$ cat config.mk
export PLATFORM = sky130hd
export DESIGN_NAME = tlb_op_ctrl
export DESIGN_NICKNAME = d
export VERILOG_FILES = /design/src/rtl/tlb_op_ctrl.sv
export SDC_FILE = /design/constraint.sdc
export NUM_CORES = 1
export LEC_CHECK = 0
export ABC_CLOCK_PERIOD_IN_PS = 1400
export CAP_MARGIN = 30
export CORE_MARGIN = 3
export CORE_UTILIZATION = 56
export DETAILED_ROUTE_END_ITERATION = 6
export DONT_BUFFER_PORTS = 1
export PLACE_DENSITY_LB_ADDON = 0.2
export SETUP_SLACK_MARGIN = 0.5
export SYNTH_ARGS = -nofsm -noshare
export SYNTH_HDL_FRONTEND = slang
export SYNTH_SLANG_ARGS = --single-unit
$ cat constraint.sdc
create_clock -name clk -period 1.4 [get_ports clk]
set_input_delay 0.28 -clock clk [delete_from_list [all_inputs] [get_ports clk]]
set_output_delay 0.28 -clock clk [all_outputs]
set_load 0.01 [all_outputs]
$ cat src/rtl/tlb_op_ctrl.sv
// tlb_op_ctrl: sequences TLB maintenance ops (SRCH/RD/WR/FILL/INV) onto the
// TLB search-1 / read / write / invtlb ports and returns one result per op.
module tlb_op_ctrl #(
   parameter  int unsigned TLBNUM = 16,
   localparam int unsigned IDXW   = $clog2(TLBNUM)
) (
   input  logic            clk,
   input  logic            resetn,
   input  logic            op_valid,
   output logic            op_ready,
   input  logic [2:0]      op_code,
   input  logic [4:0]      op_inv_op,
   input  logic [9:0]      op_asid,
   input  logic [18:0]     op_vppn,
   input  logic [IDXW-1:0] op_index,
   input  logic [18:0]     mem_vppn,
   input  logic [9:0]      mem_asid,
   output logic            mem_stall,
   output logic [18:0]     s1_vppn,
   output logic [9:0]      s1_asid,
   input  logic            s1_found,
   input  logic [IDXW-1:0] s1_index,
   output logic            invtlb_valid,
   output logic [4:0]      invtlb_op,
   output logic            we,
   output logic [IDXW-1:0] w_index,
   output logic [IDXW-1:0] r_index,
   output logic            rsp_valid,
   input  logic            rsp_ready,
   output logic            rsp_found,
   output logic [IDXW-1:0] rsp_index,
   output logic            rsp_err
);

   localparam logic [1:0] IDLE = 2'd0;
   localparam logic [1:0] EXEC = 2'd1;
   localparam logic [1:0] RESP = 2'd2;

   localparam logic [2:0] OP_SRCH = 3'd0;
   localparam logic [2:0] OP_RD   = 3'd1;
   localparam logic [2:0] OP_WR   = 3'd2;
   localparam logic [2:0] OP_FILL = 3'd3;
   localparam logic [2:0] OP_INV  = 3'd4;

   localparam logic [4:0] INV_OP_MAX = 5'd6;

   logic [1:0]      state;
   logic [1:0]      state_nx;
   logic [IDXW-1:0] fill_ctr;
   logic [IDXW-1:0] fill_nx;

   logic [2:0]      code_q;
   logic [4:0]      inv_op_q;
   logic [9:0]      asid_q;
   logic [18:0]     vppn_q;
   logic [IDXW-1:0] index_q;

   logic            accept;
   logic            acc_wr;
   logic            acc_fill;
   logic            acc_inv;
   logic            res_found;
   logic [IDXW-1:0] res_index;
   logic            res_err;

   assign accept   = (state == IDLE) && op_valid;
   assign acc_wr   = accept && (op_code == OP_WR);
   assign acc_fill = accept && (op_code == OP_FILL);
   assign acc_inv  = accept && (op_code == OP_INV) && (op_inv_op <= INV_OP_MAX);
   assign fill_nx  = fill_ctr + IDXW'(1);

   // Search port 1 is lent to the maintenance op for its single EXEC cycle
   assign s1_vppn = (state == EXEC) ? vppn_q : mem_vppn;
   assign s1_asid = (state == EXEC) ? asid_q : mem_asid;

   // State register
   always_ff @(posedge clk or negedge resetn) begin
      if (!resetn) state <= IDLE;
      else         state <= state_nx;
   end

   // Next-state logic
   always_comb begin
      state_nx = state;
      case (state)
         IDLE:    if (op_valid)  state_nx = EXEC;
         EXEC:                   state_nx = RESP;
         RESP:    if (rsp_ready) state_nx = IDLE;
         default:                state_nx = IDLE;
      endcase
   end

   // Free-running fill victim counter, wraps naturally at TLBNUM
   always_ff @(posedge clk or negedge resetn) begin
      if (!resetn) fill_ctr <= '0;
      else         fill_ctr <= fill_nx;
   end

   // Latch the op on accept; inputs are ignored until the next accept
   always_ff @(posedge clk or negedge resetn) begin
      if (!resetn) begin
         code_q   <= '0;
         inv_op_q <= '0;
         asid_q   <= '0;
         vppn_q   <= '0;
         index_q  <= '0;
      end else if (accept) begin
         code_q   <= op_code;
         inv_op_q <= op_inv_op;
         asid_q   <= op_asid;
         vppn_q   <= op_vppn;
         index_q  <= op_index;
      end
   end

   // Result of the op in EXEC; illegal ops report an error with zeroed fields
   always_comb begin
      res_found = 1'b0;
      res_index = '0;
      res_err   = 1'b0;
      case (code_q)
         OP_SRCH: begin
            res_found = s1_found;
            res_index = s1_found ? s1_index : '0;
         end
         OP_RD,
         OP_WR:   res_index = index_q;
         OP_FILL: res_index = w_index;
         OP_INV:  res_err   = (inv_op_q > INV_OP_MAX);
         default: res_err   = 1'b1;
      endcase
   end

   // Registered TLB strobes and handshake outputs, set up one edge ahead
   always_ff @(posedge clk or negedge resetn) begin
      if (!resetn) begin
         op_ready     <= 1'b1;
         mem_stall    <= 1'b0;
         we           <= 1'b0;
         w_index      <= '0;
         r_index      <= '0;
         invtlb_valid <= 1'b0;
         invtlb_op    <= '0;
      end else begin
         op_ready     <= (state_nx == IDLE);
         mem_stall    <= (state_nx == EXEC);
         we           <= acc_wr || acc_fill;
         invtlb_valid <= acc_inv;
         if (acc_wr)        w_index <= op_index;
         else if (acc_fill) w_index <= fill_nx;
         if (acc_inv)       invtlb_op <= op_inv_op;
         if (accept && (op_code == OP_RD)) r_index <= op_index;
      end
   end

   // Response register: loaded at the end of EXEC, held until consumed
   always_ff @(posedge clk or negedge resetn) begin
      if (!resetn) begin
         rsp_valid <= 1'b0;
         rsp_found <= 1'b0;
         rsp_index <= '0;
         rsp_err   <= 1'b0;
      end else if (state == EXEC) begin
         rsp_valid <= 1'b1;
         rsp_found <= res_found;
         rsp_index <= res_index;
         rsp_err   <= res_err;
      end else if ((state == RESP) && rsp_ready) begin
         rsp_valid <= 1'b0;
         rsp_found <= 1'b0;
         rsp_index <= '0;
         rsp_err   <= 1'b0;
      end
   end

endmodule

### Word level (Yosys, flattened, before mapping)

Index checks and enable logic that the tools add are counted.

| operators by class | value |
|---|---|
| add/subtract/negate cells | 1 |
| order comparisons | 2 |
| equality and inequality tests | 11 |
| muxes and demuxes | 17 |
| reductions and logical operators | 15 |

Operators by type and width:

| cell | number |
|---|---|
| two-way mux 4 bit | 5 |
| two-way mux 19 bit | 1 |
| == test 3 x 2 -> 1 bit (second input constant) | 4 |
| case mux 4 bit (3 select lines) | 1 |
| two-way mux 10 bit | 1 |
| logical AND 1 bit | 7 |
| == test 3 x 1 -> 1 bit (second input constant) | 2 |
| == test 3 bit (second input constant) | 2 |
| case mux 2 bit (3 select lines) | 1 |
| > comparator 5 x 3 -> 1 bit (second input constant) | 1 |
| less-or-equal comparator 5 x 3 -> 1 bit (second input constant) | 1 |
| two-way mux 1 bit | 5 |
| adder 4 x 1 -> 4 bit (second input constant) | 1 |
| == test 2 x 1 -> 1 bit (second input constant) | 2 |
| logical NOT 2 bit | 2 |
| two-way mux 2 bit | 2 |
| nonzero test 2 bit | 2 |
| OR reduction 4 bit | 1 |
| logical NOT 3 bit | 1 |
| == test 2 bit (second input constant) | 1 |
| case mux 1 bit (2 select lines) | 1 |
| OR reduction 2 bit | 1 |
| logical OR 1 bit | 1 |

| storage, ports and cells | value |
|---|---|
| flip-flop bits (word level) | 71 |
| input bits | 79 |
| output and inout bits | 53 |

### Longest topological paths before layout

| depth | value |
|---|---|
| depth after elaboration | 5 |
| gate-level depth with buffers | 5 |
| mapped depth without buffers | 4 |

### Worst setup path after synthesis

OpenSTA, ideal clock, no wires.

| timing | value |
|---|---|
| kind | register to register |
| from | register state[1] |
| to | register asid_q[1] |
| setup time | 125 ps |
| arrival time | 1,299 ps |
| data required time | 1,275 ps |
| slack | -24 ps |
| cell stages (with the launch flop) | 5 |
| clock period less this slack | 1,424 ps |
| cells stage by stage | dfrtp_1 > nor3b_2 > buf_4 > buf_6 > mux2_2 |

| on the way | value |
|---|---|
| cells in the longest elaborated chain, start to end | 2 |

Ends and longest elaborated chain:

| item | RTL line | source |
|---|---|---|
| from (decl) | 47 | `logic [1:0] state;` |
| from (signal assigned) | 79 | `else state <= state_nx;` |
| logical NOT 2 bit | 66 | `assign accept = (state == IDLE) && op_valid;` |
| logical AND 1 bit | 66 |  |
| to (signal assigned) | 110 | `asid_q <= op_asid;` |
| to (decl) | 54 | `logic [9:0] asid_q;` |

Every way passes these cells.
A chain may end at the register's enable or synchronous reset.

### Worst setup path in the final report

| timing | value |
|---|---|
| from | register state[0] |
| to | output port s1_vppn[16] |

| on the way | value |
|---|---|
| cells in the longest elaborated chain, start to end | 2 |

Ends and longest elaborated chain:

| item | RTL line | source |
|---|---|---|
| == test 2 x 1 -> 1 bit | 73 | `assign s1_vppn = (state == EXEC) ? vppn_q : mem_vppn;` |
| two-way mux 19 bit | 73 |  |
| to (decl) | 19 | `output logic [18:0] s1_vppn,` |

Every way passes these cells.

==> results.py <==
metrics = {
    "sta": {
        "rsz0062_at_grt": "yes",
        "fin_ws_ns": -0.216,
        "max_slew_margin_pct": 67.6,
        "finalHoldViolations": 71,
        "max_freq_mhz": 619,
        "period_share_pct": 115,
        "setup_viol": 90,
        "post-route-min-period_ns": 1.62,
        "tightest_slew_ns": 0.485,
        "fin_skew_ns": 0.00601,
        "hold_slack_ns": -0.375,
        "slew_viol_final": 0,
    },
    "synthesis": {
        "syn_inst": 293,
        "ys_seq_area_share_pct": 55.5,
        "ys.warnings.count": 0,
        "ys_ff_latch": 71,
        "syn-cell-area_mm2": 0.00320,
        "synth.distinct_cells": 36,
        "syn_avg_cell_area_um2": 10.9,
        "syn_nets": 373,
    },
    "route": {
        "drt_wl_total_um": 7920,
        "drt_iter0_drc": 101,
        "drtPass1Iterations": 4,
        "drtAntennaViolNets": 0,
        "via_per_inst": 5.75,
        "vias": 2272,
        "drc_errors": 0,
        "detail_route.wl_per_cell_um": 20.1,
    },
    "floorplan": {
        "fp.dieW_um": 81.6,
        "core-area_mm2": 0.00530,
        "io_pins": 132,
        "die_y_um": 81.6,
        "rows": 26,
        "die_area_mm2": 0.00666,
        "initial_core_util_pct": 60.4,
    },
    "clocking": {
        "clk_pin_slew_worst_paths_ns": 0.07,
        "cts_tree": "yes",
        "root_buffer": "clkbuf_8",
        "clock_path_buffers": 2,
        "clock-sinks": 71,
        "cts_max_level": 3,
        "clock_latency_ns": 0.34,
        "cts_buffers": 9,
    },
    "pwr": {
        "power_switching_w": 0.00318,
        "p_clk_share_pct": 17.5,
        "combPwrFrac_pct": 41.9,
        "intPower_w": 0.00615,
        "peakVddDrop_mv": 1.26,
        "swShare_pct": 34.1,
        "p_per_area_mw_per_mm2": 2230,
        "power_frac_seq_pct": 40.6,
        "leakagePower_nw": 2.01,
    },
    "cells_and_area": {
        "drive_gt1_share_pct": 47.7,
        "num_antenna_cells": 0,
        "synthToLayoutAreaGrowth_pct": 30.6,
        "nNetsFinal": 401,
        "nFillCells": 331,
        "layout.cells.most_common_list": "dfrtp_1 (63), nand2_1 (62), mux2_4 (44)",
        "layout_commonest_cell": "dfrtp_1",
    },
    "critical_path": {
        "crit_path_cell_trace": "buf_6, nand2b_4, buf_8, nand2_1, nand2_2",
        "critPathLaunchType": "flip-flop",
        "slowest_delay_ns": 0.43,
        "crit_buf_inv": 2,
        "arrival_ns": 1.34,
        "critical_path_required_ns": 1.12,
        "endpoint_kind": "primary output",
        "cpMaxStageDelayCell": "dfrtp_2",
        "crit_fanout": 15,
        "critPathKind": "reg -> out",
        "critical_path.top_delay_family": "flip-flops",
    },
    "placement": {
        "placement.io_buffers": 0,
        "dp_slack_ns": -0.0934,
        "gp_congestion": 0.889,
        "dp_hpwl_um": 4800,
    },
    "global_routing": {
        "grt.overflow.total": 0,
        "grtUsageTotal_pct": 22.3,
        "antenna_found_initial": 0,
        "grt_pass1_vias": 2244,
        "grt_start_max_net_pins": 72,
        "grt_pass1_wl_um": 11000,
    },
    "flow_run": {
        "drv_cap": 0,
    },
    "status": {
        "failed_checks": "negative hold slack, negative setup slack",
        "status": "finished with violations",
    },
    "hold_path": {
        "worstHoldPathType": "in -> async",
    },
}
## timing repair
action                                 in CTS  in global routing
pin swaps                                   8                 13
cloned                                      3                  1
setup endpoints to repair                 120                121
setup buffers                               9                  4
endpoints found under the hold margin      71                 71
gates resized for setup                    60                 72
## stage by stage
step / power, W / util, % / setup TNS [ns] / cell area [um^2] / instances
after floorplan: 0.00567 / - / -0.0173 / 3250 / 293
after global placement: 0.00616 / 63.5 / -0.736 / 3370 / 363
after detailed placement: 0.00627 / 63.5 / -2.12 / 3370 / 363
after CTS: 0.00855 / 73.3 / -15.47 / 3890 / 390
after global routing: 0.00986 / 78.9 / -19.04 / 4180 / 395
final: 0.00933 / 78.9 / -15.16 / 4180 / 395
## per-layer routing
metal  GRT usage, %  vias to the layer above  routed length [um]
met1           26.2                     1112                3180
met4           8.64                        0                 168
li1               -                     1036                   -
met2           36.4                      103                3940
met5              0                        -                   0
met3           9.43                       21                 637
## sequential cells by signal (all words and copies together) (netlist names), 2 cells and up
name and flops:
asid_q 10, index_q 4, vppn_q 19, invtlb_op 5, state 2, code_q 3
rsp_index 4, r_index 4, inv_op_q 5, w_index 4, fill_ctr 4
## path summary, 6_finish.rpt
path	start	to	slack [ns]	cells past startpoint
max	state[0]	s1_vppn[16]	-0.22	5
min	resetn	inv_op_q[0]	-0.38	0
max reg2reg	state[0]	rsp_index[2]	-0.20	6
min reg2reg	fill_ctr[3]	fill_ctr[3]	0.49	1
max in group asynchronous	resetn	op_ready	1.59	0
min in group clk	rsp_ready	state[1]	0.04	1
## power groups by stage
stage | Combinational, W | Clock, W | Sequential, W
floorplan | 0.00217 | 0 | 0.00349
detailed placement | 0.00253 | 0 | 0.00375
CTS | 0.00319 | 0.00166 | 0.00371
global route | 0.00420 | 0.00176 | 0.00390
global placement | 0.00245 | 0 | 0.00371
finish | 0.00391 | 0.00163 | 0.00379
## kinds of logic (layout without fill, tap and decap cells)
family,after synthesis,count (layout),synth area share (%)
AND/OR/NAND/NOR,123,124,16.7
flip-flops,71,71,55.5
multiplexers,48,48,17.2
AO/OA/AOI/OAI,26,26,5.55
buffers and inverters,21,52,3.83
XOR/XNOR,3,3,0.820
adder cells (fa/ha/maj),1,1,0.391
## cells in the mapped netlist (all sizes together)
| cell type | n | share of area (%) |
|---|---|---|
| a21oi | 7 | 1.1 |
| a221o | 4 | 1.3 |
| a31o | 1 | 0.27 |
| a31oi | 1 | 0.20 |
| a32o | 1 | 0.31 |
| and2 | 2 | 0.39 |
| and3 | 1 | 0.20 |
| buf | 10 | 2.5 |
| clkbuf | 4 | 0.47 |
| dfrtp | 70 | 55 |
| dfstp | 1 | 0.82 |
| ha | 1 | 0.39 |
| inv | 7 | 0.82 |
| mux2 | 44 | 16 |
| mux2i | 4 | 1.3 |
| nand2 | 94 | 11 |
| nand2b | 3 | 0.59 |
| nand3 | 10 | 2.0 |
| nand3b | 1 | 0.35 |
| nor2 | 6 | 0.70 |
| nor2b | 2 | 0.47 |
| nor3b | 3 | 0.86 |
| nor4 | 1 | 0.20 |
| o21a | 1 | 0.23 |
| o21ai | 7 | 1.1 |
| o22a | 3 | 0.82 |
| o41ai | 1 | 0.27 |
| xnor2 | 2 | 0.55 |
| xor2 | 1 | 0.27 |
## worst register-to-register path: stages, from the launching register on
cell and delay, ns:
dfrtp_2 0.43, buf_6 0.14, buf_4 0.14, buf_6 0.11, nand2b_4 0.14, o21a_4 0.22
a221o_1 0.32
## cell type report
cell class / count / area, um^2 / share of cell area, %
Clock buffer: 12 / 155 / 3.71
Clock inverter: 3 / 42.5 / 1.02
Inverter: 7 / 26.3 / 0.628
Multi-Input combinational cell: 202 / 1690 / 40.3
Sequential cell: 71 / 1790 / 42.7
Tap cell: 70 / 87.6 / 2.09
Timing Repair Buffer: 30 / 398 / 9.51
No activity file was read; power rests on OpenSTA's default activity.
